### src/rtl/riscv_pkg.sv
// Shared core definitions: control-transfer opcodes, branch funct3 codes and
// the redirect FSM state type.
package riscv_pkg;

    localparam logic [6:0] OP_BRANCH = 7'b1100011;
    localparam logic [6:0] OP_JAL    = 7'b1101111;
    localparam logic [6:0] OP_JALR   = 7'b1100111;

    localparam logic [2:0] F3_BEQ  = 3'b000;
    localparam logic [2:0] F3_BNE  = 3'b001;
    localparam logic [2:0] F3_BLT  = 3'b100;
    localparam logic [2:0] F3_BGE  = 3'b101;
    localparam logic [2:0] F3_BLTU = 3'b110;
    localparam logic [2:0] F3_BGEU = 3'b111;

    typedef enum logic {
        IDLE  = 1'b0,
        FLUSH = 1'b1
    } br_state_e;

endpackage

### src/rtl/branch_cond.sv
// Pure combinational branch-condition decode from ALU subtract flags.
// funct3 010/011 have no branch meaning and report illegal, never taken.
module branch_cond
    import riscv_pkg::*;
(
    input  logic [2:0] funct3,
    input  logic       zero,
    input  logic       carry,
    input  logic       overflow,
    input  logic       sign,
    output logic       taken,
    output logic       illegal
);

    // NOTE: every output gets a default before the case so no path can infer a latch.
    always_comb begin
        taken   = 1'b0;
        illegal = 1'b0;
        case (funct3)
            F3_BEQ:  taken = zero;
            F3_BNE:  taken = ~zero;
            F3_BLT:  taken = sign ^ overflow;
            F3_BGE:  taken = ~(sign ^ overflow);
            F3_BLTU: taken = ~carry;
            F3_BGEU: taken = carry;
            default: illegal = 1'b1;
        endcase
    end

endmodule

### src/rtl/branch_redirect.sv
// EX-stage branch/jump resolution: registered PC redirect, link write-back,
// and a FLUSH_CYCLES-long pipeline flush that squashes wrong-path work.
module branch_redirect
    import riscv_pkg::*;
#(
    parameter int XLEN         = 64,
    parameter int FLUSH_CYCLES = 2,
    parameter int CNT_W        = 32
) (
    input  logic             clk,
    input  logic             rst_n,
    input  logic             ex_valid,
    input  logic             stall,
    input  logic [6:0]       ex_opcode,
    input  logic [2:0]       ex_funct3,
    input  logic [XLEN-1:0]  ex_pc,
    input  logic [XLEN-1:0]  ex_imm,
    input  logic [XLEN-1:0]  alu_result,
    input  logic             zero_flag,
    input  logic             carry_alu,
    input  logic             overflow_alu,
    output logic             redirect_valid,
    output logic [XLEN-1:0]  redirect_pc,
    output logic             flush_if_id,
    output logic             flush_id_ex,
    output logic             link_valid,
    output logic [XLEN-1:0]  link_data,
    output logic             misalign_err,
    output logic             illegal_br,
    output logic [CNT_W-1:0] taken_count
);

    localparam int FC_W = $clog2(FLUSH_CYCLES + 1);

    br_state_e        state_q, state_d;
    logic [FC_W-1:0]  fcnt_q, fcnt_d;
    logic             redirect_valid_q, redirect_valid_d;
    logic [XLEN-1:0]  redirect_pc_q, redirect_pc_d;
    logic             flush_q, flush_d;
    logic             link_valid_q, link_valid_d;
    logic [XLEN-1:0]  link_data_q, link_data_d;
    logic             misalign_q, misalign_d;
    logic             illegal_q, illegal_d;
    logic [CNT_W-1:0] taken_count_q, taken_count_d;

    logic            is_branch, is_jal, is_jalr;
    logic            cond_taken, cond_illegal, taken;
    logic [XLEN-1:0] target;

    branch_cond u_branch_cond (
        .funct3   (ex_funct3),
        .zero     (zero_flag),
        .carry    (carry_alu),
        .overflow (overflow_alu),
        .sign     (alu_result[XLEN-1]),
        .taken    (cond_taken),
        .illegal  (cond_illegal)
    );

    assign is_branch = (ex_opcode == OP_BRANCH);
    assign is_jal    = (ex_opcode == OP_JAL);
    assign is_jalr   = (ex_opcode == OP_JALR);
    assign taken     = (is_branch & cond_taken) | is_jal | is_jalr;
    assign target    = is_jalr ? (alu_result & ~XLEN'(1)) : (ex_pc + ex_imm);

    always_comb begin
        state_d          = state_q;
        fcnt_d           = fcnt_q;
        redirect_valid_d = redirect_valid_q;
        redirect_pc_d    = redirect_pc_q;
        flush_d          = flush_q;
        link_valid_d     = link_valid_q;
        link_data_d      = link_data_q;
        misalign_d       = misalign_q;
        illegal_d        = illegal_q;
        taken_count_d    = taken_count_q;

        // Stall leaves every register at its current value, pulses included.
        if (!stall) begin
            redirect_valid_d = 1'b0;
            link_valid_d     = 1'b0;
            misalign_d       = 1'b0;
            illegal_d        = 1'b0;
            case (state_q)
                IDLE: begin
                    if (ex_valid) begin
                        illegal_d = is_branch & cond_illegal;
                        if (taken && target[1]) begin
                            misalign_d = 1'b1;
                        end else if (taken) begin
                            redirect_valid_d = 1'b1;
                            redirect_pc_d    = target;
                            flush_d          = 1'b1;
                            fcnt_d           = FC_W'(FLUSH_CYCLES);
                            state_d          = FLUSH;
                            if (is_jal || is_jalr) begin
                                link_valid_d = 1'b1;
                                link_data_d  = ex_pc + XLEN'(4);
                            end
                            if (taken_count_q != '1) begin
                                taken_count_d = taken_count_q + CNT_W'(1);
                            end
                        end
                    end
                end
                FLUSH: begin
                    // EX contents are wrong-path here; only the countdown runs.
                    fcnt_d = fcnt_q - FC_W'(1);
                    if (fcnt_q == FC_W'(1)) begin
                        flush_d = 1'b0;
                        state_d = IDLE;
                    end
                end
                default: state_d = IDLE;
            endcase
        end
    end

    // NOTE: state registers use non-blocking assignments so all flops update together.
    always_ff @(posedge clk or negedge rst_n) begin
        if (!rst_n) begin
            state_q          <= IDLE;
            fcnt_q           <= '0;
            redirect_valid_q <= 1'b0;
            redirect_pc_q    <= '0;
            flush_q          <= 1'b0;
            link_valid_q     <= 1'b0;
            link_data_q      <= '0;
            misalign_q       <= 1'b0;
            illegal_q        <= 1'b0;
            taken_count_q    <= '0;
        end else begin
            state_q          <= state_d;
            fcnt_q           <= fcnt_d;
            redirect_valid_q <= redirect_valid_d;
            redirect_pc_q    <= redirect_pc_d;
            flush_q          <= flush_d;
            link_valid_q     <= link_valid_d;
            link_data_q      <= link_data_d;
            misalign_q       <= misalign_d;
            illegal_q        <= illegal_d;
            taken_count_q    <= taken_count_d;
        end
    end

    assign redirect_valid = redirect_valid_q;
    assign redirect_pc    = redirect_pc_q;
    assign flush_if_id    = flush_q;
    assign flush_id_ex    = flush_q;
    assign link_valid     = link_valid_q;
    assign link_data      = link_data_q;
    assign misalign_err   = misalign_q;
    assign illegal_br     = illegal_q;
    assign taken_count    = taken_count_q;

endmodule

### config.mk
export PLATFORM = sky130hd
export DESIGN_NAME = branch_redirect
export DESIGN_NICKNAME = d
export VERILOG_FILES = /design/src/rtl/riscv_pkg.sv /design/src/rtl/branch_cond.sv /design/src/rtl/branch_redirect.sv
export SDC_FILE = /design/constraint.sdc
export NUM_CORES = 1
export LEC_CHECK = 0
export CORE_UTILIZATION = 41
export CTS_BUF_LIST = sky130_fd_sc_hd__clkbuf_4 sky130_fd_sc_hd__clkbuf_8 sky130_fd_sc_hd__clkbuf_16
export DETAILED_ROUTE_END_ITERATION = 10
export MAX_ROUTING_LAYER = met4
export PLACE_DENSITY_LB_ADDON = 0.05
export SYNTH_ARGS = -nofsm -noshare
export SYNTH_HDL_FRONTEND = slang
export SYNTH_HIERARCHICAL = 1
export SYNTH_SLANG_ARGS = --single-unit
### constraint.sdc
create_clock -name clk -period 4.67 [get_ports clk]
set_clock_uncertainty 0.1 [all_clocks]
set_input_delay 0.467 -clock clk [delete_from_list [all_inputs] [get_ports clk]]
set_output_delay 0.467 -clock clk [all_outputs]
set_load 0.02 [all_outputs]
==> results of run 1 <==
-- final timing paths --
path	startpoint	to	slack (ns)	cells after the start
min in group asynchronous	rst_n	link_data[54]	0.50	2
max in group asynchronous	rst_n	taken_count[19]	3.08	3
worst max register to register	taken_count[4]	taken_count[27]	1.94	9
worst max-delay path	ex_pc[0]	redirect_pc[62]	0.90	13
worst min-delay path	redirect_pc[20]	redirect_pc[20]	0.38	2
worst min register to register	redirect_pc[20]	redirect_pc[20]	0.38	2
-- metrics by stage --
| stage | worst slack [ns] | power [W] |
|---|---|---|
| final | 0.901 | 0.00456 |
| after CTS | 0.980 | 0.00458 |
| after global routing | 0.755 | 0.00477 |
| after global placement | 0.530 | 0.00302 |
| after floorplan | 1.66 | 0.00239 |
| after detailed placement | 0.522 | 0.00303 |
-- Yosys cell counts, types with 11 or more instances --
library cell	count	area, um^2
a21o_1	22	165
a21oi_1	140	701
a31oi_1	19	119
and2_1	12	75.1
and3_1	32	200
clkbuf_1	55	206
dfrtp_1	168	4200
ha_1	66	826
inv_1	28	105
nand2_1	237	890
nand3_1	49	245
nand4_1	51	319
nor2_1	107	402
nor2b_1	11	68.8
nor3_1	21	105
o21ai_0	116	581
o21ai_1	22	110
o21bai_1	14	105
or3_1	11	68.8
xnor2_1	75	657
xor2_1	70	613
-- critical path: stages --
cell and delay [ns]:
clkdlybuf4s50_1 0.47, ha_1 0.26, fa_1 0.44, a211oi_1 0.33, o21a_1 0.24, a21oi_1 0.08
nor2_1 0.33, o21ai_2 0.18, o211ai_1 0.52, o31ai_2 0.17, a21oi_1 0.20, mux2i_1 0.21
nand3_1 0.08
-- cells in the final DEF, fill, tap and decap left out, types with 28 or more instances in the layout --
cell type | synthesis | routed
nand3_1 | 49 | 49
dfrtp_1 | 168 | 168
clkdlybuf4s50_1 | 0 | 372
inv_1 | 28 | 28
nand2_1 | 237 | 235
ha_1 | 66 | 66
o21ai_0 | 116 | 116
nand4_1 | 51 | 51
nor2_1 | 107 | 107
xnor2_1 | 75 | 75
xor2_1 | 70 | 70
and3_1 | 32 | 32
a21oi_1 | 140 | 140
-- area by class of cell --
| class | instances | area [um^2] |
|---|---|---|
| diodes | 6 | 15.0 |
| inverters | 28 | 105 |
| flip-flops and latches | 168 | 4200 |
| fillers | 2645 | 12000 |
| clock buffers | 17 | 425 |
| repair buffers | 388 | 3870 |
| well taps | 384 | 480 |
| multi-input cells | 1202 | 7400 |
| clock inverters | 15 | 206 |
-- registers in the layout, summed over array words and instances, names as in the netlist --
register        count
link_data          64
redirect_pc        64
taken_count        32
fcnt_q              2
flush_id_ex         1
illegal_br          1
link_valid          1
misalign_err        1
redirect_valid      1
state_q             1
-- cell families after synthesis --
family / synth area share (%)
simple gates: 22.6
compound gates: 20.2
mux: 1.05
xor+xnor: 10.6
fa+ha+maj: 7.05
flops: 35.1
buf+inv: 3.40
-- power by group through the flow --
stage / clock network (W) / registers, W / logic, W
after CTS: 0.00156 / 0.00162 / 0.00140
after floorplan: 0 / 0.00176 / 0.000631
after detailed placement: 0 / 0.00164 / 0.00139
final: 0.00154 / 0.00162 / 0.00140
after global placement: 0 / 0.00164 / 0.00138
after global routing: 0.00161 / 0.00163 / 0.00152
-- repair_timing --
action                    in CTS  in global routing
resized for setup              0                  0
hold endpoints to repair      21                  0
hold buffers                   1                  0
-- metal layers --
metal | up-vias | routed length [um] | track usage [%]
met5 | - | 0 | -
met4 | 0 | 603 | 6.93
met3 | 38 | 2240 | 5.10
met2 | 379 | 20000 | 46.8
met1 | 5759 | 19200 | 37.1
li1 | 5878 | - | -
==> out/metrics.cfg, run 1 <==
[status]
status = finished, final reports clean

[critical_path]
end_kind = register
required_ns = 4.90
cp_max_fo = 4
critPathLaunchType = input pin
crit_type = input pin to register
arrival_ns = 4.00

[timing]
drv_slew = 0
rsz0062_at_grt = no
worstMarginPinSlew_ns = 0.883
tns_ns = 0
setup_viol = 0
fin_crit_ns = 3.77
hold_viol = 0
slew_headroom_pct = 41.0
finalCritPeriodShare_pct = 80.7
hold_slack_ns = 0.378
fmax_ghz = 0.265

[die]
ioPinCount = 375
fp.dieH_um = 173
dieArea_um2 = 29900
start_util_pct = 41.8
rows = 62
die_x_um = 173
core_area_um2 = 28700

[synthesis]
synth-edff-count = 0
ys_ff_latch = 168
postSynthAreaPerCell_um2 = 8.15
netlist_instances = 1471
ys_types = 77
ys_async_sr_fraction_pct = 100
yosysWarnings = 6
syn-num-nets = 1747
synth_area_um2 = 12000
ys.flop_type = dfrtp_1
ys_seq_area_share_pct = 35.1

[clock_network]
clkSinkCount = 168
cts_setup_buffers = 0
numCtsBuffers = 17
ctsHtreeMaxLevel = 4
clk_latency_ns = 0.45
clk_pin_slew_ns = 0.07
cts_buffer_depth = 2
cts_root_buf = clkbuf_16
cts_tree = yes

[placement]
gp_congestion = 0.934
dp.cells = 2169
dp_hpwl_um = 32800
placed_area_um2 = 16100
port_buffers = 373

[pwr]
swShare_pct = 34.8
pwr_density_cell_nw_per_um2 = 273
power.share.clock_pct = 33.8
sequentialPowerShare_pct = 35.4
intPower_w = 0.00298
switchingPower_w = 0.00159
comb_power_share_pct = 30.7
peakVddDrop_mv = 0.215
p_leak_nw = 7.06

[grt]
antenna_found_initial = 6
grt_pass1_wl_um = 66100
overflow = 0
grt.total_usage_pct = 28.8
grt_start_max_net_pins = 79
grt_pass1_vias = 11900

[cells_and_area]
final_area_um2 = 16700
syn2layout_area_growth_pct = 39.4
nets = 2081
finalNonFillerCells = 2208
layout-drive-gt1-share_pct = 4.68
post-route-util_pct = 58.2

[detailed_routing]
drt-initial-drc-count = 684
num_vias = 12100
drc = 0
ant_nets = 0
wl_per_cell_um = 19.1
vias_per_cell = 5.46
routed_wl_um = 42100
dr.pass1.iters = 5

[min_path]
hold_path.class = register to register

[flow_run]
maxCapViolCount = 0

No activity file was read; power rests on OpenSTA's default activity.
==> run 2: changes to the inputs <==
==> constraint.sdc (replaced) <==
create_clock -name clk -period 3.4 [get_ports clk]
set_clock_uncertainty 0.1 [all_clocks]
set_input_delay 0.34 -clock clk [delete_from_list [all_inputs] [get_ports clk]]
set_output_delay 0.34 -clock clk [all_outputs]
set_load 0.02 [all_outputs]
==> run 2 against run 1 <==
  * Core utilization is 4.8 points higher
  * Count of clock-buffer cells in the layout stayed put
  * Combinational power is 55% higher
  * Global-route usage is 1.5 points higher
  * Cell count is 7.7% higher
  * Sequential share of layout area is 1.9 points lower
  * Via count is 5.7% higher
  * Sequential cell count stayed put
  * Setup slack worse by 0.66 ns
  * Critical path depth is 1 higher
  * Highest routed layer unchanged
==> out/metrics.cfg, run 2 (synthesized netlist as in run 1, its figures left out) <==
[status]
status = finished, final reports clean  ; unchanged

[timing]
drv_slew = 0  ; unchanged
rsz0062_at_grt = no  ; unchanged
finalCritPeriodShare_pct = 93.0
fin_crit_ns = 3.16
tns_ns = 0  ; unchanged
slew_headroom_pct = 47.8  ; was 41.0%
worstMarginPinSlew_ns = 0.783  ; was 0.883 ns
hold_viol = 0  ; unchanged
fmax_ghz = 0.316
setup_viol = 0  ; unchanged

[detailed_routing]
vias_per_cell = 5.35  ; was 5.46
routed_wl_um = 44200  ; was 42100 um
dr.pass1.iters = 5  ; unchanged
ant_nets = 0  ; unchanged
num_vias = 12700  ; was 12100
drc = 0  ; unchanged
wl_per_cell_um = 18.6  ; was 19.1 um
drt-initial-drc-count = 1009  ; was 684

[cells_and_area]
layout-drive-gt1-share_pct = 13.2  ; was 4.68%
seq_area_um2 = 4200  ; unchanged
layout_commonest_cell = clkdlybuf4s50_1  ; unchanged
final_cell_mix = clkdlybuf4s50_1 (372), nand2_1 (235), buf_4 (181)  ; was clkdlybuf4s50_1 (372), nand2_1 (235), dfrtp_1 (168)
nets = 2255  ; was 2081
multi_input_area_um2 = 7410  ; was 7400 um^2
syn2layout_area_growth_pct = 50.9  ; was 39.4%
fillers = 2535  ; was 2645

[die]
die_x_um = 173  ; unchanged
ioPinCount = 375  ; unchanged
dieArea_um2 = 29900  ; unchanged
fp.dieH_um = 173  ; unchanged
core_area_um2 = 28700  ; unchanged
rows = 62  ; unchanged
start_util_pct = 41.8  ; unchanged

[grt]
grt_start_max_net_pins = 79  ; unchanged
grt.total_usage_pct = 30.3  ; was 28.8%
busiest_layer = met2  ; unchanged
antenna_found_initial = 4  ; was 6
overflow = 0  ; unchanged
gr-usage-met2_pct = 50.0  ; was 46.8%
grt_pass1_vias = 12400  ; was 11900
use_met3_pct = 4.77  ; was 5.10%
met1_usage_pct = 37.9  ; was 37.1%
grt_pass1_wl_um = 69100  ; was 66100 um

[pwr]
peakVddDrop_mv = 0.314  ; was 0.215 mV
pwr_density_cell_nw_per_um2 = 363  ; was 273 nW/um^2
p_leak_nw = 7.93  ; was 7.06 nW
power.total_w = 0.00657  ; was 0.00456 W

[clock_network]
cts_buffer_depth = 2  ; unchanged
clk_latency_ns = 0.45  ; about the same
clk_pin_slew_ns = 0.08  ; was 0.07 ns
cts_tree = yes  ; unchanged
clkSinkCount = 168  ; unchanged
numCtsBuffers = 17  ; unchanged
cts_root_buf = clkbuf_16  ; unchanged
ctsHtreeMaxLevel = 4  ; unchanged

[placement]
port_buffers = 373  ; unchanged
dp_hpwl_um = 35300  ; was 32800 um
gp_congestion = 0.897  ; was 0.934

[critical_path]
arrival_ns = 3.38  ; was 4.00 ns
critPathLaunchType = input pin  ; unchanged
timing.rr.start = taken_count[26]  ; was taken_count[4]
cp_max_fo = 3  ; was 4
reg2regPathDepth = 10  ; was 9
required_ns = 3.62  ; was 4.90 ns
ff2ff_setup_slack_ns = 0.87  ; was 1.94 ns
worstReg2RegEnd = taken_count[27]  ; unchanged
end_kind = register  ; unchanged
crit_type = input pin to register  ; unchanged

[min_path]
min_to = redirect_pc[36]  ; was redirect_pc[20]
hold_path.class = input pin to register  ; was register to register
holdPathStages = 3  ; was 2
hold_path_startpoint = alu_result[36]  ; was redirect_pc[20]

[flow_run]
maxCapViolCount = 0  ; unchanged

## run 2: metrics by stage
stage / cell area [um^2] / setup WS [ns] / utilization, % / std cells / hold WS, ns
after floorplan: 12000 / 0.514 / - / 1471 / -0.0556
after global placement: 17400 / -0.297 / 60.7 / 2343 / 0.321
after detailed placement: 17400 / -0.317 / 60.7 / 2343 / 0.319
after CTS: 18100 / 0.116 / 63.0 / 2376 / 0.332
after global routing: 18100 / 0.00630 / 63.1 / 2379 / 0.365
final: 18100 / 0.240 / 63.1 / 2379 / 0.347
## run 2: worst max-delay path, stage by stage
cell and delay, ns:
clkdlybuf4s50_1 0.48, ha_1 0.26, fa_1 0.44, a211oi_2 0.29, o21a_1 0.19, a21oi_1 0.09
nor2_2 0.19, o21ai_2 0.11, buf_4 0.15, a21oi_1 0.20, o21ai_0 0.16, a21oi_1 0.21
xor2_1 0.18, o21ai_0 0.11
## run 2: cell type report
class,instances,area share [%]
antenna,3,0.0415
clock buffer,17,2.35
clock inverter,15,1.22
inverter,28,0.581
multi-input combinational,1202,41.0
sequential,168,23.2
tap,384,2.65
timing repair buffer,562,29.0
## run 2: worst max path at each step
stage,slack [ns],startpoint,to,cells past startpoint
2_1_floorplan,0.51,ex_pc[0],redirect_pc[62],12
3_3_place_gp,-0.30,ex_pc[0],redirect_pc[62],14
3_5_place_dp,-0.32,ex_pc[0],redirect_pc[62],14
4_1_cts,0.12,ex_pc[0],redirect_pc[38],14
5_1_grt,0.006,ex_pc[0],redirect_pc[38],14
6_report,0.24,ex_pc[0],redirect_pc[38],14
## run 2: power breakdown
group	internal (W)	switching (W)
Sequential	0.00214	0.0000822
Clock	0.00115	0.00104
Combinational	0.00106	0.00110
Total	0.00435	0.00222
## run 2: repair_timing
| item | 4_1_cts | 5_1_grt |
|---|---|---|
| setup buffers | 0 | 0 |
| hold endpoints to repair | 75 | 0 |
| resized for setup | 0 | 3 |
| setup endpoints to repair | 0 | 9 |
| hold buffers | 1 | 0 |
## run 2: per-layer routing
layer / vias up / routed length, um
met4: 0 / 1110
met1: 6005 / 19400
li1: 6249 / -
met3: 60 / 2500
met5: - / 0
met2: 423 / 21200
